==> src/rtl/fifo_pkg.sv <==
// Shared constants and helpers for the parametrised FIFO family.
package fifo_pkg;

  // Default geometry and thresholds of the standard FIFO instance.
  localparam int DEF_DATA_WIDTH = 8;
  localparam int DEF_DEPTH      = 32;
  localparam int DEF_AF_THRESH  = 28;
  localparam int DEF_AE_THRESH  = 4;

  // Read-mode selectors for the FWFT parameter.
  localparam int MODE_STD  = 0;
  localparam int MODE_FWFT = 1;

  // Ceiling log2, used to size pointers from DEPTH.
  function automatic int clog2(input int value);
    int result;
    int rem;
    result = 0;
    rem    = value - 1;
    while (rem > 0) begin
      result = result + 1;
      rem    = rem >> 1;
    end
    return result;
  endfunction

endpackage

==> src/rtl/fifo_mem.sv <==
// DEPTH x DATA_WIDTH storage array: synchronous write, asynchronous read.
module fifo_mem
  import fifo_pkg::*;
#(
  parameter int DATA_WIDTH = DEF_DATA_WIDTH,
  parameter int DEPTH      = DEF_DEPTH,
  localparam int AW        = clog2(DEPTH)
) (
  input  logic                  clk,
  input  logic                  we_i,
  input  logic [AW-1:0]         waddr_i,
  input  logic [DATA_WIDTH-1:0] wdata_i,
  input  logic [AW-1:0]         raddr_i,
  output logic [DATA_WIDTH-1:0] rdata_o
);

  logic [DATA_WIDTH-1:0] mem_q [DEPTH];

  // Store the write word; contents are deliberately never reset.
  always_ff @(posedge clk) begin
    if (we_i) begin
      mem_q[waddr_i] <= wdata_i;
    end
  end

  assign rdata_o = mem_q[raddr_i];

endmodule

==> src/rtl/sync_fifo_param.sv <==
// Single-clock FIFO with fill count, thresholds, sticky errors, flush and FWFT option.
module sync_fifo_param
  import fifo_pkg::*;
#(
  parameter int DATA_WIDTH = DEF_DATA_WIDTH,
  parameter int DEPTH      = DEF_DEPTH,
  parameter int WIDTH      = clog2(DEPTH),
  parameter int AF_THRESH  = DEF_AF_THRESH,
  parameter int AE_THRESH  = DEF_AE_THRESH,
  parameter int FWFT       = MODE_STD
) (
  input  logic                  clk,
  input  logic                  rst,
  input  logic                  clear,
  input  logic                  wen,
  input  logic [DATA_WIDTH-1:0] data_in,
  input  logic                  ren,
  output logic [DATA_WIDTH-1:0] data_out,
  output logic                  full,
  output logic                  empty,
  output logic                  almost_full,
  output logic                  almost_empty,
  output logic [WIDTH:0]        count,
  output logic                  overflow,
  output logic                  underflow
);

  localparam logic [WIDTH:0]   CNT_FULL = (WIDTH+1)'(DEPTH);
  localparam logic [WIDTH:0]   CNT_AF   = (WIDTH+1)'(AF_THRESH);
  localparam logic [WIDTH:0]   CNT_AE   = (WIDTH+1)'(AE_THRESH);
  localparam logic [WIDTH:0]   CNT_ONE  = (WIDTH+1)'(1);
  localparam logic [WIDTH-1:0] PTR_ONE  = WIDTH'(1);

  logic [WIDTH-1:0]      wptr_q, wptr_d, rptr_q, rptr_d;
  logic [WIDTH:0]        count_q, count_d;
  logic                  full_q, full_d, empty_q, empty_d;
  logic                  afull_q, afull_d, aempty_q, aempty_d;
  logic                  ovf_q, ovf_d, unf_q, unf_d;
  logic [DATA_WIDTH-1:0] dout_q, dout_d;
  logic [DATA_WIDTH-1:0] memRdata;
  logic                  wrOk, rdOk;

  // Acceptance is judged against the registered flags from before the edge.
  assign wrOk = wen & ~full_q;
  assign rdOk = ren & ~empty_q;

  fifo_mem #(
    .DATA_WIDTH(DATA_WIDTH),
    .DEPTH     (DEPTH)
  ) u_mem (
    .clk    (clk),
    .we_i   (wrOk & ~clear),
    .waddr_i(wptr_q),
    .wdata_i(data_in),
    .raddr_i(rptr_q),
    .rdata_o(memRdata)
  );

  // Next-state pointers, count, sticky errors and output word; flags follow the new count.
  always_comb begin
    wptr_d  = wptr_q;
    rptr_d  = rptr_q;
    count_d = count_q;
    ovf_d   = ovf_q;
    unf_d   = unf_q;
    dout_d  = dout_q;
    if (clear) begin
      wptr_d  = '0;
      rptr_d  = '0;
      count_d = '0;
      ovf_d   = 1'b0;
      unf_d   = 1'b0;
      dout_d  = '0;
    end else begin
      ovf_d = ovf_q | (wen & full_q);
      unf_d = unf_q | (ren & empty_q);
      if (wrOk) begin
        wptr_d = wptr_q + PTR_ONE;
      end
      if (rdOk) begin
        rptr_d = rptr_q + PTR_ONE;
        dout_d = memRdata;
      end
      case ({wrOk, rdOk})
        2'b10:   count_d = count_q + CNT_ONE;
        2'b01:   count_d = count_q - CNT_ONE;
        default: count_d = count_q;
      endcase
    end
    full_d   = (count_d == CNT_FULL);
    empty_d  = (count_d == '0);
    afull_d  = (count_d >= CNT_AF);
    aempty_d = (count_d <= CNT_AE);
  end

  // State register; reset empties the FIFO immediately without waiting for a clock.
  always_ff @(posedge clk or posedge rst) begin
    if (rst) begin
      wptr_q   <= '0;
      rptr_q   <= '0;
      count_q  <= '0;
      full_q   <= 1'b0;
      empty_q  <= 1'b1;
      afull_q  <= 1'b0;
      aempty_q <= 1'b1;
      ovf_q    <= 1'b0;
      unf_q    <= 1'b0;
      dout_q   <= '0;
    end else begin
      wptr_q   <= wptr_d;
      rptr_q   <= rptr_d;
      count_q  <= count_d;
      full_q   <= full_d;
      empty_q  <= empty_d;
      afull_q  <= afull_d;
      aempty_q <= aempty_d;
      ovf_q    <= ovf_d;
      unf_q    <= unf_d;
      dout_q   <= dout_d;
    end
  end

  // In FWFT mode the head word is shown directly; zero is driven while empty.
  assign data_out     = (FWFT == MODE_FWFT) ? (empty_q ? '0 : memRdata) : dout_q;
  assign full         = full_q;
  assign empty        = empty_q;
  assign almost_full  = afull_q;
  assign almost_empty = aempty_q;
  assign count        = count_q;
  assign overflow     = ovf_q;
  assign underflow    = unf_q;

endmodule

==> config.mk <==
export PLATFORM = sky130hd
export DESIGN_NAME = sync_fifo_param
export DESIGN_NICKNAME = d
export VERILOG_FILES = /design/src/rtl/fifo_pkg.sv /design/src/rtl/fifo_mem.sv /design/src/rtl/sync_fifo_param.sv
export SDC_FILE = /design/constraint.sdc
export NUM_CORES = 1
export LEC_CHECK = 0
export CORE_MARGIN = 2
export CORE_UTILIZATION = 49
export CTS_BUF_LIST = sky130_fd_sc_hd__clkbuf_4
export DETAILED_ROUTE_END_ITERATION = 6
export GPL_TIMING_DRIVEN = 0
export PLACE_DENSITY = 0.68
export REMOVE_ABC_BUFFERS = 1
export SYNTH_ARGS = -nofsm -noshare
export SYNTH_HDL_FRONTEND = slang
export SYNTH_HIERARCHICAL = 1
export SYNTH_SLANG_ARGS = --single-unit
==> constraint.sdc <==
create_clock -name clk -period 2.85 [get_ports clk]
set_input_delay 0.285 -clock clk [delete_from_list [all_inputs] [get_ports clk]]
set_output_delay 0.285 -clock clk [all_outputs]
set_load 0.005 [all_outputs]
==> flow_summary.ini <==
[status]
status = finished with violations
violations = negative setup slack

[timing]
fin_setup_tns_ns = -0.105
finalSetupViolations = 21
fmax_mhz = 349
drv_slew = 0
rsz0062_at_grt = true
fin_crit_ns = 2.86
worstMarginPinSlew_ns = 1.27
finalHoldViolCount = 0
setup_ws_ns = -0.0142
timing.final.crit_share_pct = 100
relSlewSlack_pct = 15.0
fin_skew_ns = 0.0582

[global_route]
globalRouteOverflowTotal = 0
gr-usage-all-layers_pct = 19.3
grt_max_degree = 59
grt_pass1_wl_um = 34500
grt_pass1_vias = 5937
antenna_found_initial = 1

[floorplanning]
start_util_pct = 50.2
fp.dieH_um = 157
core_mm2 = 0.0228
die_w_um = 157
die_area_mm2 = 0.0246
num_io_pins = 33
row_count = 55

[routing]
antenna_left = 0
drt-vias-per-instance = 5.69
firstDrtPassIters = 5
drtIter0Drc = 463
routed_wl_um = 22600
routedWlPerCell_um = 22.3
num_vias = 5779
drc = 0

[power_and_ir_drop]
power.density_mw_per_mm2 = 724
cellLeakagePower_nw = 4.21
power.total_mw = 9.46
max-vdd-ir-drop_uv = 355

[place]
gp_congestion = 0.799
pre_cts_ws_ns = -0.608
hpwl_um = 13600
port_buffers = 32

[synthesis]
syn-mean-instance-area_um2 = 20.2
synth_cell_type_count = 46
synth_ff_type = edfxtp_1
synthArstFlopShare_pct = 10.5
seq_area_frac_synth_pct = 73.8
synth.top_cell.area_share_pct = 67.3
yosys_warnings = 6
synth_edf_count = 256
yosysTopAreaCell = edfxtp_1
ys_ff_latch = 286
netlist_area_mm2 = 0.0114
yosys-top-cells-area = edfxtp_1, mux4_2, dfrtp_1
syn_inst = 566

[critical_path]
critical_path_class = reg -> reg
cp-start-kind = register
cp_max_fo = 9
end_kind = register
cp_data_required_time_ns = 3.14
critPathArrivalTime_ns = 3.15

[clocking]
clock_latency_ns = 0.68
cts.sinks = 286
cts_tree = done
hold_buffers = 0
clk_pin_slew_ns = 0.07
cts_root_buffer = clkbuf_4
ctsLongestPathBuffers = 3
cts_made_buffers = 72
cts_max_level = 3

[layout]
drive_gt1_share_pct = 33.5
area_growth_pct = 14.3
num-fill-cells = 1697
fin_util_pct = 57.4
nets = 664

[run]
max_cap_violations = 0

[min_path]
worstHoldPathType = in -> async
==> Yosys cell counts (2+ instances only) <==
library cell / number
nand2_1: 26
nand4_1: 4
buf_1: 7
edfxtp_1: 256
dfstp_2: 2
inv_1: 3
mux2i_1: 2
buf_4: 8
a21o_1: 2
or3b_2: 3
dfrtp_1: 28
nor2_1: 50
xor2_1: 7
nand3b_1: 6
buf_2: 4
ha_1: 4
clkbuf_1: 10
xnor2_1: 5
a41o_1: 3
o211ai_1: 2
and2_1: 2
mux4_2: 80
mux2_2: 8
a21oi_1: 16
buf_6: 3
nand3_1: 4
or3_1: 2
==> routing by layer <==
metal | routed length, um | global-route usage (%) | up-vias
met3 | 1600 | 4.93 | 33
li1 | - | - | 2505
met5 | 0 | 0 | -
met4 | 410 | 7.69 | 0
met1 | 9550 | 26.3 | 3010
met2 | 11000 | 30.2 | 231
==> cells in the final DEF (no fill, tap or decap), types with 2 or more instances in the layout <==
cell type,instances
mux4_2,80
a21oi_1,16
nand3_1,4
mux2_2,8
clkdlybuf4s50_1,31
ha_1,4
buf_16,3
mux2i_1,2
buf_4,4
dfrtp_4,2
xor2_1,7
or3b_2,3
dfrtp_1,26
nand2_1,26
nor2_1,41
nand4_1,4
bufinv_16,2
a21o_1,2
or3_1,2
dfstp_2,2
a41o_1,3
inv_2,3
edfxtp_1,256
o211ai_1,2
clkbuf_4,111
nor2_2,10
nand3b_1,6
xnor2_1,5
and2_1,2
clkinv_1,10
inv_1,3
==> critical path, stage by stage (launching register included) <==
cell and delay [ns]:
dfrtp_1 0.42, nor2b_4 0.34, clkinv_4 0.16, nor2_1 0.25, or3b_2 0.65, nor2_1 0.65
==> what timing repair did <==
item	in CTS	in global routing
setup buffers	1	4
endpoints found under the setup margin	18	84
gates resized for setup	2	10
==> path summary, 6_finish.rpt <==
path / startpoint / to / slack, ns / depth (start not counted)
setup / recovery: full / u_mem/mem_q[16][3] / -0.01 / 5
hold / removal: rst / rptr_q[1] / 0.22 / 2
setup reg to reg: full / u_mem/mem_q[16][3] / -0.01 / 5
hold reg to reg: overflow / overflow / 0.49 / 2
max in group asynchronous: rst / rptr_q[0] / 1.74 / 2
min in group clk: wen / overflow / 0.27 / 3
==> logic make-up after synthesis <==
logic type      count (synthesis)  share of synthesized area (%)
mux                            90                           16.7
compound gates                 32                           1.87
fa+ha+maj                       4                          0.438
xor+xnor                       13                           1.06
buf+inv                        37                           1.76
simple gates                  104                           4.29
flops                         286                           73.8
==> flip-flops by register name, summed over array words and instances, names as in the netlist <==
| name | flops |
|---|---|
| u_mem/mem_q | 256 |
| data_out | 8 |
| count | 6 |
| rptr_q | 5 |
| wptr_q | 5 |
| almost_empty | 1 |
| almost_full | 1 |
| empty | 1 |
| full | 1 |
| overflow | 1 |
| underflow | 1 |
==> where the power goes <==
| group | switching (mW) | internal (mW) | total, mW |
|---|---|---|---|
| clock | 1.55 | 1.95 | 3.50 |
| combinational | 0.575 | 0.627 | 1.20 |
| sequential | 0.0994 | 4.66 | 4.76 |
==> final cells by class <==
| class | count | area, um^2 | share of cell area [%] |
|---|---|---|---|
| sequential | 286 | 8450 | 64.6 |
| multi-input combinational | 243 | 2810 | 21.5 |
| clock buffer | 111 | 833 | 6.38 |
| timing repair buffer | 39 | 435 | 3.33 |
| tap | 313 | 392 | 3.00 |
| clock inverter | 17 | 121 | 0.929 |
| inverter | 5 | 26.3 | 0.201 |
| antenna | 1 | 2.50 | 0.0191 |
==> stage by stage <==
stage               hold slack, ns  area, um^2  instances
CTS                          0.212       13000       1010
finish                       0.224       13100       1015
floorplan                    0.348       11300        534
global placement             0.484       12000        879
global route                 0.270       13100       1015
detailed placement           0.488       12000        881
Note: power is estimated with default switching activity, not from simulation.
